**src/rtl/guess_game_core_if.sv**
```systemverilog
// guess_game_core_if: game control inputs and display outputs of guess_game_core.
// The master side drives start/next/keypad; the slave side is the game core.
interface guess_game_core_if #(parameter int VAL_W = 4);
    logic             i_start;
    logic             i_next;
    logic [4:0]       i_key_state;
    logic [VAL_W-1:0] o_sys_val;
    logic [VAL_W-1:0] o_guess_val;
    logic [VAL_W-1:0] o_sys_at_guess;
    logic [2:0]       o_result;
    logic [7:0]       o_score;
    logic [3:0]       o_round;
    logic             o_game_over;
    modport master (
        output i_start, i_next, i_key_state,
        input  o_sys_val, o_guess_val, o_sys_at_guess, o_result, o_score, o_round, o_game_over
    );
    modport slave (
        input  i_start, i_next, i_key_state,
        output o_sys_val, o_guess_val, o_sys_at_guess, o_result, o_score, o_round, o_game_over
    );
endinterface

```
**src/rtl/guess_game_core.sv**
```systemverilog
// guess_game_core: reaction guessing game -- rotating system value, keypad capture, hit/miss scoring over ROUNDS.
// Define GUESS_LFSR_EN to step sys_val with a maximal-length LFSR (seed all-ones) instead of a plain counter.
module guess_game_core #(
    parameter int VAL_W    = 4,
    parameter int TICK_DIV = 25000,
    parameter int ROUNDS   = 8
) (
    input  logic             clock_100Mhz,
    input  logic             reset,
    guess_game_core_if.slave bus
);
    localparam int         TW     = (TICK_DIV > 1) ? $clog2(TICK_DIV) : 1;
    localparam logic [4:0] NO_KEY = 5'b10000;
`ifdef GUESS_LFSR_EN
    localparam logic [VAL_W-1:0] SEED = '1;
`else
    localparam logic [VAL_W-1:0] SEED = '0;
`endif

    typedef enum logic [1:0] {IDLE, ARMED, SHOW, DONE} state_t;

    state_t           r_state, w_state_nxt;
    logic [TW-1:0]    r_tick;
    logic [VAL_W-1:0] r_sys, w_sys_step;
    logic [VAL_W-1:0] r_guess, w_guess_nxt;
    logic [VAL_W-1:0] r_sat, w_sat_nxt;
    logic [2:0]       r_result, w_result_nxt;
    logic [7:0]       r_score, w_score_nxt;
    logic [3:0]       r_round, w_round_nxt;
    logic             w_tick_end, w_key_ok, w_key_none, w_hit;

    assign w_tick_end = r_tick == TW'(TICK_DIV - 1);
    assign w_key_none = bus.i_key_state == NO_KEY;
    assign w_key_ok   = !w_key_none && ({1'b0, bus.i_key_state[3:0]} < 5'(1 << VAL_W));
    assign w_hit      = bus.i_key_state[VAL_W-1:0] == r_sys;

`ifdef GUESS_LFSR_EN
    logic [3:0] w_lfsr_pad;
    assign w_lfsr_pad = 4'(r_sys);
    // Fibonacci taps (n, n-1) are maximal for widths 2..4; a 1-bit LFSR just holds its seed
    assign w_sys_step = (VAL_W == 1) ? r_sys :
                        VAL_W'({w_lfsr_pad, w_lfsr_pad[VAL_W-1] ^ w_lfsr_pad[(VAL_W > 1) ? VAL_W-2 : 0]});
`else
    assign w_sys_step = r_sys + VAL_W'(1);
`endif

    always_ff @(posedge clock_100Mhz) begin
        if (reset || !bus.i_start) begin
            r_tick <= '0;
            r_sys  <= SEED;
        end else begin
            r_tick <= w_tick_end ? '0 : r_tick + TW'(1);
            if (w_tick_end) r_sys <= w_sys_step;
        end
    end

    always_ff @(posedge clock_100Mhz) begin
        if (reset) begin
            r_state  <= IDLE;
            r_guess  <= '0;
            r_sat    <= '0;
            r_result <= 3'b001;
            r_score  <= '0;
            r_round  <= '0;
        end else begin
            r_state  <= w_state_nxt;
            r_guess  <= w_guess_nxt;
            r_sat    <= w_sat_nxt;
            r_result <= w_result_nxt;
            r_score  <= w_score_nxt;
            r_round  <= w_round_nxt;
        end
    end

    // Capture compares against the registered sys_val, i.e. the pre-increment value on a tick edge
    always_comb begin
        w_state_nxt  = r_state;
        w_guess_nxt  = r_guess;
        w_sat_nxt    = r_sat;
        w_result_nxt = r_result;
        w_score_nxt  = r_score;
        w_round_nxt  = r_round;
        if (!bus.i_start) begin
            w_state_nxt  = IDLE;
            w_guess_nxt  = '0;
            w_sat_nxt    = '0;
            w_result_nxt = 3'b001;
            w_score_nxt  = '0;
            w_round_nxt  = '0;
        end else begin
            case (r_state)
                IDLE: w_state_nxt = ARMED;
                ARMED: if (w_key_ok) begin
                    w_state_nxt  = SHOW;
                    w_guess_nxt  = bus.i_key_state[VAL_W-1:0];
                    w_sat_nxt    = r_sys;
                    w_result_nxt = w_hit ? 3'b010 : 3'b100;
                    w_score_nxt  = (w_hit && r_score != 8'hFF) ? r_score + 8'd1 : r_score;
                end
                SHOW: if (bus.i_next && w_key_none) begin
                    if (r_round < 4'(ROUNDS - 1)) begin
                        w_state_nxt  = ARMED;
                        w_round_nxt  = r_round + 4'd1;
                        w_result_nxt = 3'b001;
                        w_guess_nxt  = '0;
                        w_sat_nxt    = '0;
                    end else begin
                        w_state_nxt = DONE;
                    end
                end
                DONE: w_state_nxt = DONE;
            endcase
        end
    end

    assign bus.o_sys_val      = r_sys;
    assign bus.o_guess_val    = r_guess;
    assign bus.o_sys_at_guess = r_sat;
    assign bus.o_result       = r_result;
    assign bus.o_score        = r_score;
    assign bus.o_round        = r_round;
    assign bus.o_game_over    = r_state == DONE;
endmodule
```
**src/flat_wrapper.sv**
```systemverilog
// flat-port wrapper written by rule: the top's interface ports become plain ports
module guess_game_core_flat 
#(
    parameter int VAL_W    = 4,
    parameter int TICK_DIV = 25000,
    parameter int ROUNDS   = 8
)
  (clock_100Mhz, reset, bus_i_start, bus_i_next, bus_i_key_state, bus_o_sys_val, bus_o_guess_val, bus_o_sys_at_guess, bus_o_result, bus_o_score, bus_o_round, bus_o_game_over);
  guess_game_core_if #(.VAL_W(VAL_W)) bus_i ();
  input  logic clock_100Mhz;
  input  logic reset;
  input wire logic [$bits(bus_i.i_start)-1:0] bus_i_start;
  input wire logic [$bits(bus_i.i_next)-1:0] bus_i_next;
  input wire logic [$bits(bus_i.i_key_state)-1:0] bus_i_key_state;
  output wire logic [$bits(bus_i.o_sys_val)-1:0] bus_o_sys_val;
  output wire logic [$bits(bus_i.o_guess_val)-1:0] bus_o_guess_val;
  output wire logic [$bits(bus_i.o_sys_at_guess)-1:0] bus_o_sys_at_guess;
  output wire logic [$bits(bus_i.o_result)-1:0] bus_o_result;
  output wire logic [$bits(bus_i.o_score)-1:0] bus_o_score;
  output wire logic [$bits(bus_i.o_round)-1:0] bus_o_round;
  output wire logic [$bits(bus_i.o_game_over)-1:0] bus_o_game_over;
  assign bus_i.i_start = bus_i_start;
  assign bus_i.i_next = bus_i_next;
  assign bus_i.i_key_state = bus_i_key_state;
  assign bus_o_sys_val = bus_i.o_sys_val;
  assign bus_o_guess_val = bus_i.o_guess_val;
  assign bus_o_sys_at_guess = bus_i.o_sys_at_guess;
  assign bus_o_result = bus_i.o_result;
  assign bus_o_score = bus_i.o_score;
  assign bus_o_round = bus_i.o_round;
  assign bus_o_game_over = bus_i.o_game_over;
  guess_game_core #(.VAL_W(VAL_W), .TICK_DIV(TICK_DIV), .ROUNDS(ROUNDS)) u_core (.clock_100Mhz(clock_100Mhz), .reset(reset), .bus(bus_i));
endmodule
```
**config.mk**
```make
export PLATFORM = sky130hd
export DESIGN_NAME = guess_game_core_flat
export DESIGN_NICKNAME = d
export VERILOG_FILES = /design/src/rtl/guess_game_core_if.sv /design/src/rtl/guess_game_core.sv /design/src/flat_wrapper.sv
export SDC_FILE = /design/constraint.sdc
export NUM_CORES = 1
export LEC_CHECK = 0
export ABC_AREA = 1
export ABC_CLOCK_PERIOD_IN_PS = 4300
export BUFFER_PORTS_ARGS = -buffer_cell sky130_fd_sc_hd__buf_4
export CAP_MARGIN = 10
export CORE_UTILIZATION = 30
export CTS_BUF_LIST = sky130_fd_sc_hd__clkbuf_16
export DETAILED_ROUTE_END_ITERATION = 10
export PLACE_DENSITY = 0.49
export REMOVE_ABC_BUFFERS = 1
export SLEW_MARGIN = 20
export SYNTH_ARGS = -nofsm -noshare
export SYNTH_HDL_FRONTEND = slang
export SYNTH_SLANG_ARGS = --single-unit
```
**constraint.sdc**
```tcl
create_clock -name clock_100Mhz -period 4.3 [get_ports clock_100Mhz]
set_clock_uncertainty 0.1 [all_clocks]
set_input_delay 0.645 -clock clock_100Mhz [delete_from_list [all_inputs] [get_ports clock_100Mhz]]
set_output_delay 0.645 -clock clock_100Mhz [all_outputs]
set_load 0.05 [all_outputs]
```
==> results of run 1 <==
## stage by stage
stage	area, um^2	utilization	worst slack (ps)	hold WS, ps
floorplan	2150	-	2450	329
global placement	2540	0.368	2070	342
detailed placement	2540	0.368	1970	350
CTS	2670	0.387	2240	364
global route	2670	0.387	2050	385
finish	2670	0.387	2330	354
## where the power goes
group,internal [W],leakage (nW),switching (W),total (W)
logic,0.0000144,0.687,0.0000317,0.0000460
registers,0.000411,0.355,0.00000231,0.000413
clock network,0.000209,0.0709,0.000145,0.000354
total,0.000634,1.11,0.000179,0.000813
## cell usage in the layout, fill, tap and decap left out
cell,n
nand2_1,85
dfxtp_1,44
inv_1,41
buf_4,36
a21oi_1,34
nor2_1,29
nand3_1,25
o21ai_0,8
xor2_1,7
clkbuf_16,5
nand4_1,4
ha_1,4
nor2_2,3
nand3_2,3
nor2_4,3
inv_2,3
nand2_2,2
nor3b_1,2
xnor2_1,2
nor3_1,2
nand2_4,1
o21ai_2,1
or2_0,1
nand4_4,1
nand3b_1,1
o21bai_1,1
or3_1,1
clkinv_2,1
## metal layers
metal  up-vias  track usage  routed length [um]
met2        33        0.245                2230
met4         0       0.0417                  73
li1       1064            -                   -
met5         -            0                   0
met1       867        0.173                2230
met3         7       0.0540                 229
## worst paths after layout
kind	endpoint	slack (ps)	cells past startpoint
worst max-delay path	u_core.bus.o_score[4]	2330	4
worst min-delay path	u_core.r_tick[0]	350	1
worst max register to register	u_core.bus.o_score[0]	2690	8
worst min register to register	u_core.r_tick[0]	350	1
## cell families (layout without fill, tap and decap cells)
kind of cell	Yosys count	after routing
fa+ha+maj	4	4
flops	44	44
buf+inv	47	86
compound gates	44	44
xor+xnor	9	9
simple gates	163	163
## cells in the mapped netlist (all sizes together), types with 4 or more instances
| master | n | area (um^2) |
|---|---|---|
| dfxtp | 44 | 881 |
| nand2 | 88 | 343 |
| nor2 | 35 | 161 |
| a21oi | 34 | 170 |
| nand4 | 5 | 46.3 |
| xor2 | 7 | 61.3 |
| buf | 4 | 26.3 |
| nand3 | 28 | 155 |
| o21ai | 9 | 48.8 |
| ha | 4 | 50.1 |
| inv | 43 | 161 |
## flip-flops by register name (all words and copies together), names as in the netlist
signal	flops
u_core.bus.o_result	3
u_core.r_state	2
u_core.bus.o_sys_at_guess	4
u_core.bus.o_guess_val	4
u_core.bus.o_sys_val	4
u_core.r_tick	15
u_core.bus.o_round	4
u_core.bus.o_score	8
## cell type report
type                       instances  share of cell area
multi-input combinational        220               0.414
clock buffer                       5              0.0468
timing repair buffer              36               0.101
clock inverter                     2             0.00328
inverter                          43              0.0604
sequential                        44               0.330
tap                               96              0.0449
==> out/results.ini, run 1 <==
[clock_network]
clock-root-buffer = clkbuf_16
clockBufferDepth = 2
cts.sinks = 44
cts_tree = yes
cts_max_level = 2
clkLatencyLatePin_ps = 280
post_cts_buffers = 0
cts-resized-gates = 0
path_clk_slew_ps = 60
postCtsHoldBufs = 0
cts_buffers = 5

[final_layout]
fin_nets = 363
syn2layout_area_growth_pct = 22.9
fin_cells = 446
num_antenna_cells = 0
drive_above_1_share = 0.169
fillers = 765
multiInputGateArea_um2 = 1110
seq_area_um2 = 881

[place]
port_buffers = 36
dp_cells = 439
place.gp.congestion = 0.778
dpl.hpwl_um = 3560

[setup_path]
reg2reg_from = u_core.bus.o_score[0]
cp_cell_sequence = buf_4 -> nor2_1 -> inv_1 -> a21oi_1
startpoint = reset
crit_arrival_ps = 2070
cp_max_fo = 23
crit_required_ps = 4400
crit_family = buffers and inverters
critPathCaptureType = flop
slowest_stage = inv_1
cp.buffers_inverters = 2
critical-path-max-stage-delay_ps = 550
cp-start-kind = primary input
critical_path_class = primary input to flop

[synthesis]
syn_inst = 311
yosys.area_share.simple = 0.345
synth_top_family_by_area = simple AND/OR/NAND/NOR gates
synth_adder_area_share = 0.0230
synth_cell_type_count = 27
syn_area_per_cell_um2 = 6.99
seq_area_frac_synth = 0.405
synth-compound-area-share = 0.104
synth_top_flop_cell = dfxtp_1
synthesis.area_um2 = 2170
synth_xor_area_frac = 0.0362
yosys_warnings = 0
ys_ff_latch = 44
synthArstFlopShare = 0
synth_edf_count = 0
synth.area.mux_share = 0

[timing]
fin_crit_sh = 0.458
slew_headroom = 0.497
rsz0062_at_grt = no
setup_viol = 0
hold_viol = 0
setup_tns_ps = 0
fmax_mhz = 508
slew_viol_final = 0
period_minus_slack_ps = 1970
worst_pin_slew_ps = 754

[grt]
grt_pass1_wl_um = 8600
grt_start_max_net_pins = 24
overflow = 0
grt_pass1_vias = 1906
track_usage = 0.145
antenna_found_initial = 0

[die]
design.core.area_um2 = 6910
die-area_um2 = 7590
io_pins = 37
num_rows = 30
dieWidth_um = 87.1
start_util = 0.315
die_y_um = 87.1

[drt]
vias_per_cell = 4.42
via_count = 1971
drt-initial-drc-count = 68
wl_um = 4760
first_pass_iters = 4
wl_per_cell_um = 10.7
drc = 0
ant_nets = 0

[run_status]
status = finished, final reports clean

[pwr]
power_w = 0.000813
ir_drop_uv = 147
power_leakage_nw = 1.11
p_per_area_nw_per_um2 = 304

[flow_run]
maxCapViolations = 0

[worst_hold_path]
hp-start = u_core.r_tick[0]
min_path_type = flop to flop

Note: power is estimated with default switching activity, not from simulation.
==> run 2, diff against run 1 <==
--- a/config.mk
+++ b/config.mk
@@ -5,14 +5,14 @@
 export SDC_FILE = /design/constraint.sdc
 export NUM_CORES = 1
 export LEC_CHECK = 0
-export ABC_AREA = 1
-export ABC_CLOCK_PERIOD_IN_PS = 4300
+export ABC_AREA = 0
+export ABC_CLOCK_PERIOD_IN_PS = 1880
 export BUFFER_PORTS_ARGS = -buffer_cell sky130_fd_sc_hd__buf_4
 export CAP_MARGIN = 10
 export CORE_UTILIZATION = 30
 export CTS_BUF_LIST = sky130_fd_sc_hd__clkbuf_16
 export DETAILED_ROUTE_END_ITERATION = 10
-export PLACE_DENSITY = 0.49
+export PLACE_DENSITY = 0.5
 export REMOVE_ABC_BUFFERS = 1
 export SLEW_MARGIN = 20
 export SYNTH_ARGS = -nofsm -noshare
==> constraint.sdc (replaced) <==
create_clock -name clock_100Mhz -period 1.88 [get_ports clock_100Mhz]
set_clock_uncertainty 0.1 [all_clocks]
set_input_delay 0.282 -clock clock_100Mhz [delete_from_list [all_inputs] [get_ports clock_100Mhz]]
set_output_delay 0.282 -clock clock_100Mhz [all_outputs]
set_load 0.05 [all_outputs]
==> out/results.ini, run 2 <==
[run_status]
status = finished, final reports clean

[synthesis]
synth_cell_type_count = 40  ; +48%
synth_edf_count = 0  ; unchanged
synth_top_flop_cell = dfxtp_1
synth_top_family_by_area = simple AND/OR/NAND/NOR gates
synth_common_cells = dfxtp_1, nor2_1, nand2_1, xnor2_1, nand3_1
synth_top_area_frac = 0.469  ; +0.0640
yosys.area_share.simple = 0.239  ; -0.106
syn_inst = 201  ; -35%
synth-compound-area-share = 0.121  ; +0.0164
synthArstFlopShare = 0  ; unchanged
yosys_warnings = 0  ; unchanged
synth_adder_area_share = 0.0266  ; +0.00363
yosys.area.top_type = dfxtp_1
synth_xor_area_frac = 0.103  ; +0.0663
synthesis.area_um2 = 1880  ; -14%
seq_area_frac_synth = 0.469  ; +0.0640
syn_area_per_cell_um2 = 9.34  ; +34%
synth.area.mux_share = 0.0107  ; +0.0107
synth.most_common_cell = dfxtp_1
synthTopCellsByArea = dfxtp_1, nor2_1, xnor2_1
ys_ff_latch = 44  ; unchanged

[timing]
worst_pin_slew_ps = 696  ; -57.6 ps
fin_crit_sh = 0.939
rsz0062_at_grt = no
setup_viol = 0  ; unchanged
hold_viol = 0  ; unchanged
slew_viol_final = 0  ; unchanged
period_minus_slack_ps = 1760
slew_headroom = 0.534  ; +0.0372
fmax_mhz = 567
worst_slack_ps = 115  ; -2210 ps

[setup_path]
slowest_stage = dfxtp_1
crit_family = compound AO/OA/AOI/OAI gates
crit_required_ps = 1960  ; -2440 ps
cp_max_fo = 11  ; -52%
reg2reg_from = u_core.bus.o_round[0]
cp.buffers_inverters = 1  ; -1
reg2reg_depth = 6  ; -2
rrSetupSlack_ps = 120  ; -2570 ps
critical_path_class = flop to flop
critPathCaptureType = flop
critical-path-max-stage-delay_ps = 340  ; -210 ps
cp_cell_sequence = ha_1 -> a211oi_1 -> and4_1 -> nor2_2 -> buf_12 -> a22o_2
crit_arrival_ps = 1840  ; -230 ps
cp-start-kind = flop
r2r-end = u_core.bus.o_sys_at_guess[3]

[grt]
grt_start_max_net_pins = 18  ; -25%
track_usage = 0.135  ; -0.0107
grt_pass1_vias = 1411  ; -26%
antenna_found_initial = 0  ; unchanged
overflow = 0  ; unchanged
grt_pass1_wl_um = 6700  ; -22%

[drt]
wl_per_cell_um = 11.8  ; +10%
vias_per_cell = 4.61  ; +4.4%
via_count = 1582  ; -20%
ant_nets = 0  ; unchanged
drt-initial-drc-count = 54  ; -21%
first_pass_iters = 4  ; unchanged
wl_um = 4040  ; -15%
drc = 0  ; unchanged

[place]
port_buffers = 36  ; unchanged
dpl.hpwl_um = 2910  ; -18%
pre_cts_ws_ps = -104  ; -2070 ps
place.gp.congestion = 0.800  ; +2.9%
placed_area_um2 = 2440  ; -3.7%

[worst_hold_path]
hold_depth = 3  ; +2
hold_path_end = u_core.r_state[0]
hp-start = bus_i_next
min_path_type = primary input to flop

[die]
start_util = 0.313  ; -0.00136
design.core.area_um2 = 5990  ; -13%
num_rows = 28  ; -6.7%
io_pins = 37  ; unchanged
die-area_um2 = 6580  ; -13%
dieWidth_um = 81.1  ; -6.9%
die_y_um = 81.1  ; -6.9%

[clock_network]
clkLatencyLatePin_ps = 280  ; about the same
cts_max_level = 2  ; unchanged
path_clk_slew_ps = 60  ; about the same
cts.sinks = 44  ; unchanged
postCtsHoldBufs = 0  ; unchanged
clock-root-buffer = clkbuf_16
clockBufferDepth = 2  ; unchanged
cts_buffers = 5  ; unchanged
post_cts_buffers = 0  ; unchanged
cts_tree = yes

[pwr]
power_w = 0.00188  ; +130%
ir_drop_uv = 502  ; +240%
power_leakage_nw = 1.09  ; -2.1%
p_per_area_nw_per_um2 = 724  ; +140%

[final_layout]
seq_area_um2 = 881  ; unchanged
largest_register_ffs = 15  ; unchanged
drive_above_1_share = 0.306  ; +0.137
fin_nets = 281  ; -23%
layout_commonest_cell = buf_4
regMostFlops = u_core.r_tick
fillers = 595  ; -22%
num_antenna_cells = 0  ; unchanged
stdcell_area_um2 = 2600  ; -2.9%
syn2layout_area_growth_pct = 38.2
mostFrequentLayoutCells = buf_4, dfxtp_1, nor2_1, nand2_1, xnor2_1
multiInputGateArea_um2 = 956  ; -14%

[flow_run]
maxCapViolations = 0  ; unchanged

## run 2: layer usage
metal	GRT usage	up-vias	wire, um
li1	-	845	-
met1	0.193	706	2160
met2	0.188	25	1660
met3	0.0337	6	149
met4	0.0589	0	70
met5	0	-	0
## run 2: timing repair
item	in CTS	in global routing
endpoints found under the hold margin	0	0
setup endpoints to repair	0	6
resized for setup	0	3
## run 2: layout make-up
class	instances	area share
clock buffer	5	0.0482
clock inverter	2	0.00337
inverter	3	0.00434
multi-input combinational	148	0.368
sequential	44	0.339
tap	75	0.0361
timing repair buffer	66	0.200
## run 2: worst min-delay path: stages
cell and delay, ps:
buf_4 120, nand2_1 50, a31oi_1 90
## run 2: per-stage QoR
step	hold WS, ps	std cells	util	TNS, ps
floorplan	308	195	-	-803
global placement	341	336	0.408	-615
detailed placement	342	336	0.408	-867
CTS	197	343	0.430	0
global route	203	343	0.433	0
finish	200	343	0.433	0
## run 2: power breakdown
part,leakage [nW],switching [W],total [W],internal (W)
clock network,0.0709,0.000341,0.000818,0.000477
registers,0.355,0.00000447,0.000945,0.000940
logic,0.663,0.0000645,0.000118,0.0000537
total,1.09,0.000409,0.00188,0.00147
## run 2: worst max-delay path by stage
| stage | from | to | slack (ps) | depth (start not counted) |
|---|---|---|---|---|
| floorplan | u_core.bus.o_sys_val[0] | u_core.bus.o_score[7] | -150 | 5 |
| global placement | bus_i_key_state[1] | u_core.bus.o_sys_at_guess[3] | -70 | 7 |
| detailed placement | bus_i_key_state[1] | u_core.bus.o_sys_at_guess[3] | -100 | 7 |
| CTS | u_core.bus.o_score[6] | u_core.bus.o_score[7] | 40 | 5 |
| global route | u_core.bus.o_score[6] | u_core.bus.o_score[5] | 10 | 6 |
| finish | u_core.bus.o_round[0] | u_core.bus.o_sys_at_guess[3] | 120 | 6 |
## run 2: kinds of logic after synthesis
| family | count (synthesis) |
|---|---|
| simple gates | 88 |
| fa+ha+maj | 4 |
| buf+inv | 9 |
| xor+xnor | 22 |
| mux | 2 |
| compound gates | 32 |
| flops | 44 |
